File: config.mk
export PLATFORM = sky130hd
export DESIGN_NAME = lut_arbiter
export DESIGN_NICKNAME = d
export VERILOG_FILES = /design/src/rtl/lut_arb_pkg.sv /design/src/rtl/lut_arbiter_rr_arbiter.sv /design/src/rtl/lut_arbiter.sv
export SDC_FILE = /design/constraint.sdc
export NUM_CORES = 1
export LEC_CHECK = 0
export CAP_MARGIN = 20
export CORE_MARGIN = 8
export CORE_UTILIZATION = 42
export CTS_CLUSTER_SIZE = 16
export DETAILED_ROUTE_END_ITERATION = 8
export PLACE_DENSITY_LB_ADDON = 0.12
export SLEW_MARGIN = 20
export SYNTH_ARGS = -nofsm -noshare
export SYNTH_HDL_FRONTEND = slang
export SYNTH_SLANG_ARGS = --single-unit
File: constraint.sdc
create_clock -name i_clk -period 3.65 [get_ports i_clk]
set_input_delay 0.5475 -clock i_clk [delete_from_list [all_inputs] [get_ports i_clk]]
set_output_delay 0.5475 -clock i_clk [all_outputs]
set_load 0.05 [all_outputs]
File: src/rtl/lut_arb_pkg.sv
// Shared defaults and helpers for the round-robin LUT read-port arbiter.
package lut_arb_pkg;

    localparam int DEF_NUM_REQ    = 4;
    localparam int DEF_ADDR_WIDTH = 6;
    localparam int DEF_DATA_WIDTH = 8;

    // Index width for n requesters, never narrower than one bit.
    function automatic int id_width(input int n);
        return (n > 1) ? $clog2(n) : 1;
    endfunction

    localparam int DEF_ID_WIDTH = id_width(DEF_NUM_REQ);

    typedef logic [DEF_ID_WIDTH-1:0] grant_idx_t;

endpackage

File: src/rtl/lut_arbiter_rr_arbiter.sv
// Purely combinational round-robin selector: first valid requester at or
// after the pointer wins, searching upward and wrapping to 0.
module rr_arbiter
    import lut_arb_pkg::*;
#(
    parameter int NUM_REQ  = DEF_NUM_REQ,
    parameter int ID_WIDTH = id_width(DEF_NUM_REQ)
) (
    input  logic [NUM_REQ-1:0]  req_i,
    input  logic [ID_WIDTH-1:0] ptr_i,
    output logic [NUM_REQ-1:0]  gnt_o,
    output logic [ID_WIDTH-1:0] gnt_idx_o,
    output logic                gnt_any_o
);

    int cand;

    always_comb begin
        gnt_o     = '0;
        gnt_idx_o = '0;
        gnt_any_o = 1'b0;
        cand      = 0;
        for (int i = 0; i < NUM_REQ; i++) begin
            cand = int'(ptr_i) + i;
            if (cand >= NUM_REQ) begin
                cand = cand - NUM_REQ;
            end
            if (!gnt_any_o && req_i[cand]) begin
                gnt_any_o   = 1'b1;
                gnt_o[cand] = 1'b1;
                gnt_idx_o   = ID_WIDTH'(cand);
            end
        end
    end

endmodule

File: src/rtl/lut_arbiter.sv
// Shares one registered-address LUT read port among NUM_REQ requesters with
// zero-bubble round-robin grants and a fixed one-cycle response.
module lut_arbiter
    import lut_arb_pkg::*;
#(
    parameter int NUM_REQ    = DEF_NUM_REQ,
    parameter int ADDR_WIDTH = DEF_ADDR_WIDTH,
    parameter int DATA_WIDTH = DEF_DATA_WIDTH,
    parameter int ID_WIDTH   = id_width(NUM_REQ)
) (
    input  logic                          i_clk,
    input  logic                          i_rst_n,
    input  logic [NUM_REQ-1:0]            i_req_valid,
    input  logic [NUM_REQ*ADDR_WIDTH-1:0] i_req_addr,
    output logic [NUM_REQ-1:0]            o_req_ready,
    output logic [ADDR_WIDTH-1:0]         o_lut_addr,
    input  logic [DATA_WIDTH-1:0]         i_lut_rdata,
    output logic                          o_rsp_valid,
    output logic [ID_WIDTH-1:0]           o_rsp_id,
    output logic [DATA_WIDTH-1:0]         o_rsp_data
);

    logic [ID_WIDTH-1:0]   ptr_q, ptr_d;
    logic [ADDR_WIDTH-1:0] addr_q, addr_d;
    logic                  rsp_valid_q, rsp_valid_d;
    logic [ID_WIDTH-1:0]   rsp_id_q, rsp_id_d;

    logic [NUM_REQ-1:0]    req_gated;
    logic [NUM_REQ-1:0]    gnt;
    logic [ID_WIDTH-1:0]   gnt_idx;
    logic                  gnt_any;
    logic [ADDR_WIDTH-1:0] sel_addr;

    // Requests are masked during reset so no grant can leak out combinationally.
    assign req_gated = i_req_valid & {NUM_REQ{i_rst_n}};

    rr_arbiter #(
        .NUM_REQ  (NUM_REQ),
        .ID_WIDTH (ID_WIDTH)
    ) u_rr (
        .req_i     (req_gated),
        .ptr_i     (ptr_q),
        .gnt_o     (gnt),
        .gnt_idx_o (gnt_idx),
        .gnt_any_o (gnt_any)
    );

    assign sel_addr = i_req_addr[int'(gnt_idx)*ADDR_WIDTH +: ADDR_WIDTH];

    always_comb begin
        ptr_d       = ptr_q;
        addr_d      = addr_q;
        rsp_valid_d = gnt_any;
        rsp_id_d    = rsp_id_q;
        if (gnt_any) begin
            ptr_d    = (gnt_idx == ID_WIDTH'(NUM_REQ - 1)) ? '0 : gnt_idx + 1'b1;
            addr_d   = sel_addr;
            rsp_id_d = gnt_idx;
        end
    end

    always_ff @(posedge i_clk or negedge i_rst_n) begin
        if (!i_rst_n) begin
            ptr_q       <= '0;
            addr_q      <= '0;
            rsp_valid_q <= 1'b0;
            rsp_id_q    <= '0;
        end else begin
            ptr_q       <= ptr_d;
            addr_q      <= addr_d;
            rsp_valid_q <= rsp_valid_d;
            rsp_id_q    <= rsp_id_d;
        end
    end

    assign o_req_ready = gnt;
    assign o_lut_addr  = gnt_any ? sel_addr : addr_q;
    assign o_rsp_valid = rsp_valid_q;
    assign o_rsp_id    = rsp_id_q;
    assign o_rsp_data  = rsp_valid_q ? i_lut_rdata : '0;

endmodule

==> impl_metrics.py <==
metrics = {
    "run_status": {
        "outcome": "complete, no violations",
    },
    "flow_run": {
        "maxCapViolCount": 0,
    },
    "logic_synthesis": {
        "yosys.area.top_type": "dfrtp_1",
        "yosysUniqueCellTypes": 45,
        "synth_nets": 186,
        "ys_seq_area_frac": 0.214,
        "syn_avg_cell_area_sq_um": 9.17,
        "ys_async_sr_fraction": 1.00,
        "synthCells": 140,
        "netlist_area_sq_um": 1280,
        "ys_top_cells_by_area": "dfrtp_1 21%, ha_1 7.8%, mux2i_1 5.5%, and2_1 4.4%, nand2_1 4.4%",
        "synth_warnings": 0,
        "synth_enable_flop_cells": 0,
        "ys_ff_latch": 11,
        "yosysTopAreaCellShare": 0.214,
        "synth_ff_type": "dfrtp_1",
    },
    "placed_design": {
        "dp_slack_ps": 147,
        "gp_congestion": 0.805,
        "dp.cells": 229,
        "place_area_sq_um": 1990,
        "post-dp-hpwl_um": 3220,
        "io_buffers": 58,
    },
    "worst_setup_path": {
        "critPathSlowestCell": "clkdlybuf4s50_1",
        "worst-setup-path-type": "primary input to output pin",
        "crit_buf_inv": 2,
        "r2r_start": "ptr_q[1]",
        "worstSetupEndpointType": "output pin",
        "reg2reg_slack_ps": 1070,
        "crit_start": "i_req_valid[3]",
        "critical_path.top_delay_family": "compound AO/OA/AOI/OAI gates",
        "startpoint_type": "primary input",
        "required_ps": 3100,
        "r2r_cells": 8,
        "cp_max_fo": 6,
        "r2r_end": "addr_q[3]",
        "cp.depth": 8,
        "cp-endpoint": "o_lut_addr[3]",
        "slowest_delay_ps": 500,
        "crit_chain": "clkdlybuf4s50_1 > mux2_2 > a2bb2oi_2 > o21a_4 > mux2i_4 > a22oi_1 > a31oi_2 > buf_12",
        "worst_ep_arrival_time_ps": 2920,
    },
    "power": {
        "leakage_nw": 0.842,
        "power_density_nw_per_um2": 781,
        "design_power_total_mw": 1.61,
        "vdd_drop_max_mv": 0.596,
    },
    "clock_tree": {
        "hold_buffers": 0,
        "cts_root_buf": "clkbuf_4",
        "cts_sinks": 11,
        "ctsResizeCount": 0,
        "clkLatencyLatePin_ps": 280,
        "path_clk_slew_ps": 80,
        "clockBufferDepth": 2,
        "htreeDepth": 1,
        "post-cts-setup-buffers": 0,
        "cts-buffers-inserted": 3,
        "cts_tree": "done",
    },
    "floorplan": {
        "die_y_um": 71.3,
        "die_w_um": 71.3,
        "rows": 20,
        "dieArea_sq_um": 5080,
        "core_area_sq_um": 2980,
        "initial_core_util": 0.431,
        "ios": 59,
    },
    "detailed_routing": {
        "detail-route-antenna-nets": 0,
        "vias_per_cell": 5.65,
        "totalWireLength_um": 4000,
        "drtIter0Drc": 131,
        "drc_errors": 0,
        "wl_per_cell_um": 17.2,
        "vias": 1316,
        "firstDrtPassIters": 4,
    },
    "finish": {
        "drive_gt1_frac": 0.215,
        "layout.cells.non_filler": 233,
        "layout_commonest_cell": "clkdlybuf4s50_1",
        "n_antenna_cell": 0,
        "layout.nets": 247,
        "syn_to_final_growth_pct": 60.3,
        "num-fill-cells": 236,
        "finalInstanceArea_sq_um": 2060,
        "final_cell_mix": "48 x clkdlybuf4s50_1, 15 x nand2_1, 10 x dfrtp_1, 10 x buf_12, 9 x and2_1",
    },
    "timing": {
        "finalSetupViolations": 0,
        "drv_slew": 0,
        "rsz0062_at_grt": "no",
        "fmax_mhz": 289,
        "setup_tns_ps": 0,
        "fin_crit_ps": 3460,
        "slew_headroom": 0.616,
        "tightestPinTransition_ps": 570,
        "fin_crit_sh": 0.949,
        "hold_viol": 0,
        "layout_setup_ws_ps": 186,
        "skew_ps": 11.4,
    },
    "global_route": {
        "grt.overflow.total": 0,
        "grt_usage": 0.157,
        "grt_pass1_wl_um": 6620,
        "first_global_vias": 1373,
        "antenna_found_initial": 0,
        "grt_max_degree": 27,
    },
    "min_path": {
        "hp-class": "flip-flop to flip-flop",
    },
}
-- cell usage after synthesis, types with 2 or more instances --
| master | instances |
|---|---|
| mux2_2 | 2 |
| and2_1 | 9 |
| mux2i_1 | 7 |
| mux2i_4 | 2 |
| clkbuf_1 | 2 |
| o21ai_0 | 8 |
| nor2_1 | 7 |
| or3_1 | 2 |
| ha_1 | 8 |
| a22oi_1 | 6 |
| a31oi_1 | 6 |
| a222oi_1 | 4 |
| buf_6 | 2 |
| inv_2 | 2 |
| and3_1 | 6 |
| nand2_1 | 15 |
| nand2b_1 | 2 |
| xnor2_1 | 2 |
| o21a_1 | 6 |
| a21boi_0 | 6 |
| dfrtp_1 | 11 |
| o211ai_1 | 2 |
-- routing by layer --
layer | wire length [um] | track usage | part of all wire | vias up
met5 | 0 | 0 | 0 | -
met4 | 42 | 0.0416 | 0.010 | 0
met3 | 178 | 0.0432 | 0.044 | 4
met2 | 2060 | 0.269 | 0.51 | 32
met1 | 1730 | 0.186 | 0.43 | 626
li1 | - | - | - | 654
-- stage by stage --
stage | utilization | hold slack, ps
4_1_cts | 0.678 | 507
3_3_place_gp | 0.669 | 473
5_1_grt | 0.691 | 540
2_1_floorplan | - | 252
3_5_place_dp | 0.669 | 492
6_report | 0.691 | 500
-- report_power, final --
part | leakage [nW] | switching (mW) | total (mW) | internal (mW)
clock network | 0.0150 | 0.0435 | 0.0858 | 0.0423
registers | 0.125 | 0.0319 | 0.211 | 0.179
logic | 0.702 | 0.742 | 1.31 | 0.567
total | 0.842 | 0.818 | 1.61 | 0.789
-- kinds of logic (layout without fill, tap and decap cells) --
family	Yosys count	count (layout)	share of synthesized area
buf+inv	8	68	0.0361
mux	12	12	0.118
simple gates	47	47	0.191
xor+xnor	2	2	0.0136
flops	11	11	0.214
fa+ha+maj	8	8	0.0780
compound gates	52	52	0.349
-- worst register-to-register path: stages (launching register included) --
cell	delay, ps
dfrtp_2	470
inv_1	180
ha_1	320
and2_1	170
a2bb2oi_2	310
o21a_4	240
mux2i_4	330
a22oi_1	160
a31oi_2	310
-- registers in the layout, indices dropped and copies added (netlist names) --
name         cells
ptr_q            2
o_rsp_valid      1
o_rsp_id         2
addr_q           6
-- worst min-delay path by stage --
stage	from	end	slack, ps	depth (start not counted)
detailed placement	o_rsp_id[1]	o_rsp_id[1]	490	2
global route	o_rsp_id[0]	o_rsp_id[0]	540	2
global placement	o_rsp_id[1]	o_rsp_id[1]	470	2
CTS	o_rsp_id[0]	o_rsp_id[0]	510	2
finish	o_rsp_id[0]	o_rsp_id[0]	500	2
floorplan	i_rst_n	addr_q[0]	250	0
-- layout make-up --
| cell class | instances | area, sq um | share of cell area |
|---|---|---|---|
| multi-input combinational | 121 | 1000 | 0.486 |
| timing repair buffer | 61 | 703 | 0.342 |
| clock buffer | 4 | 26.3 | 0.0128 |
| inverter | 3 | 11.3 | 0.00547 |
| sequential | 11 | 277 | 0.134 |
| tap | 33 | 41.3 | 0.0201 |
Note: power is estimated with default switching activity, not from simulation.
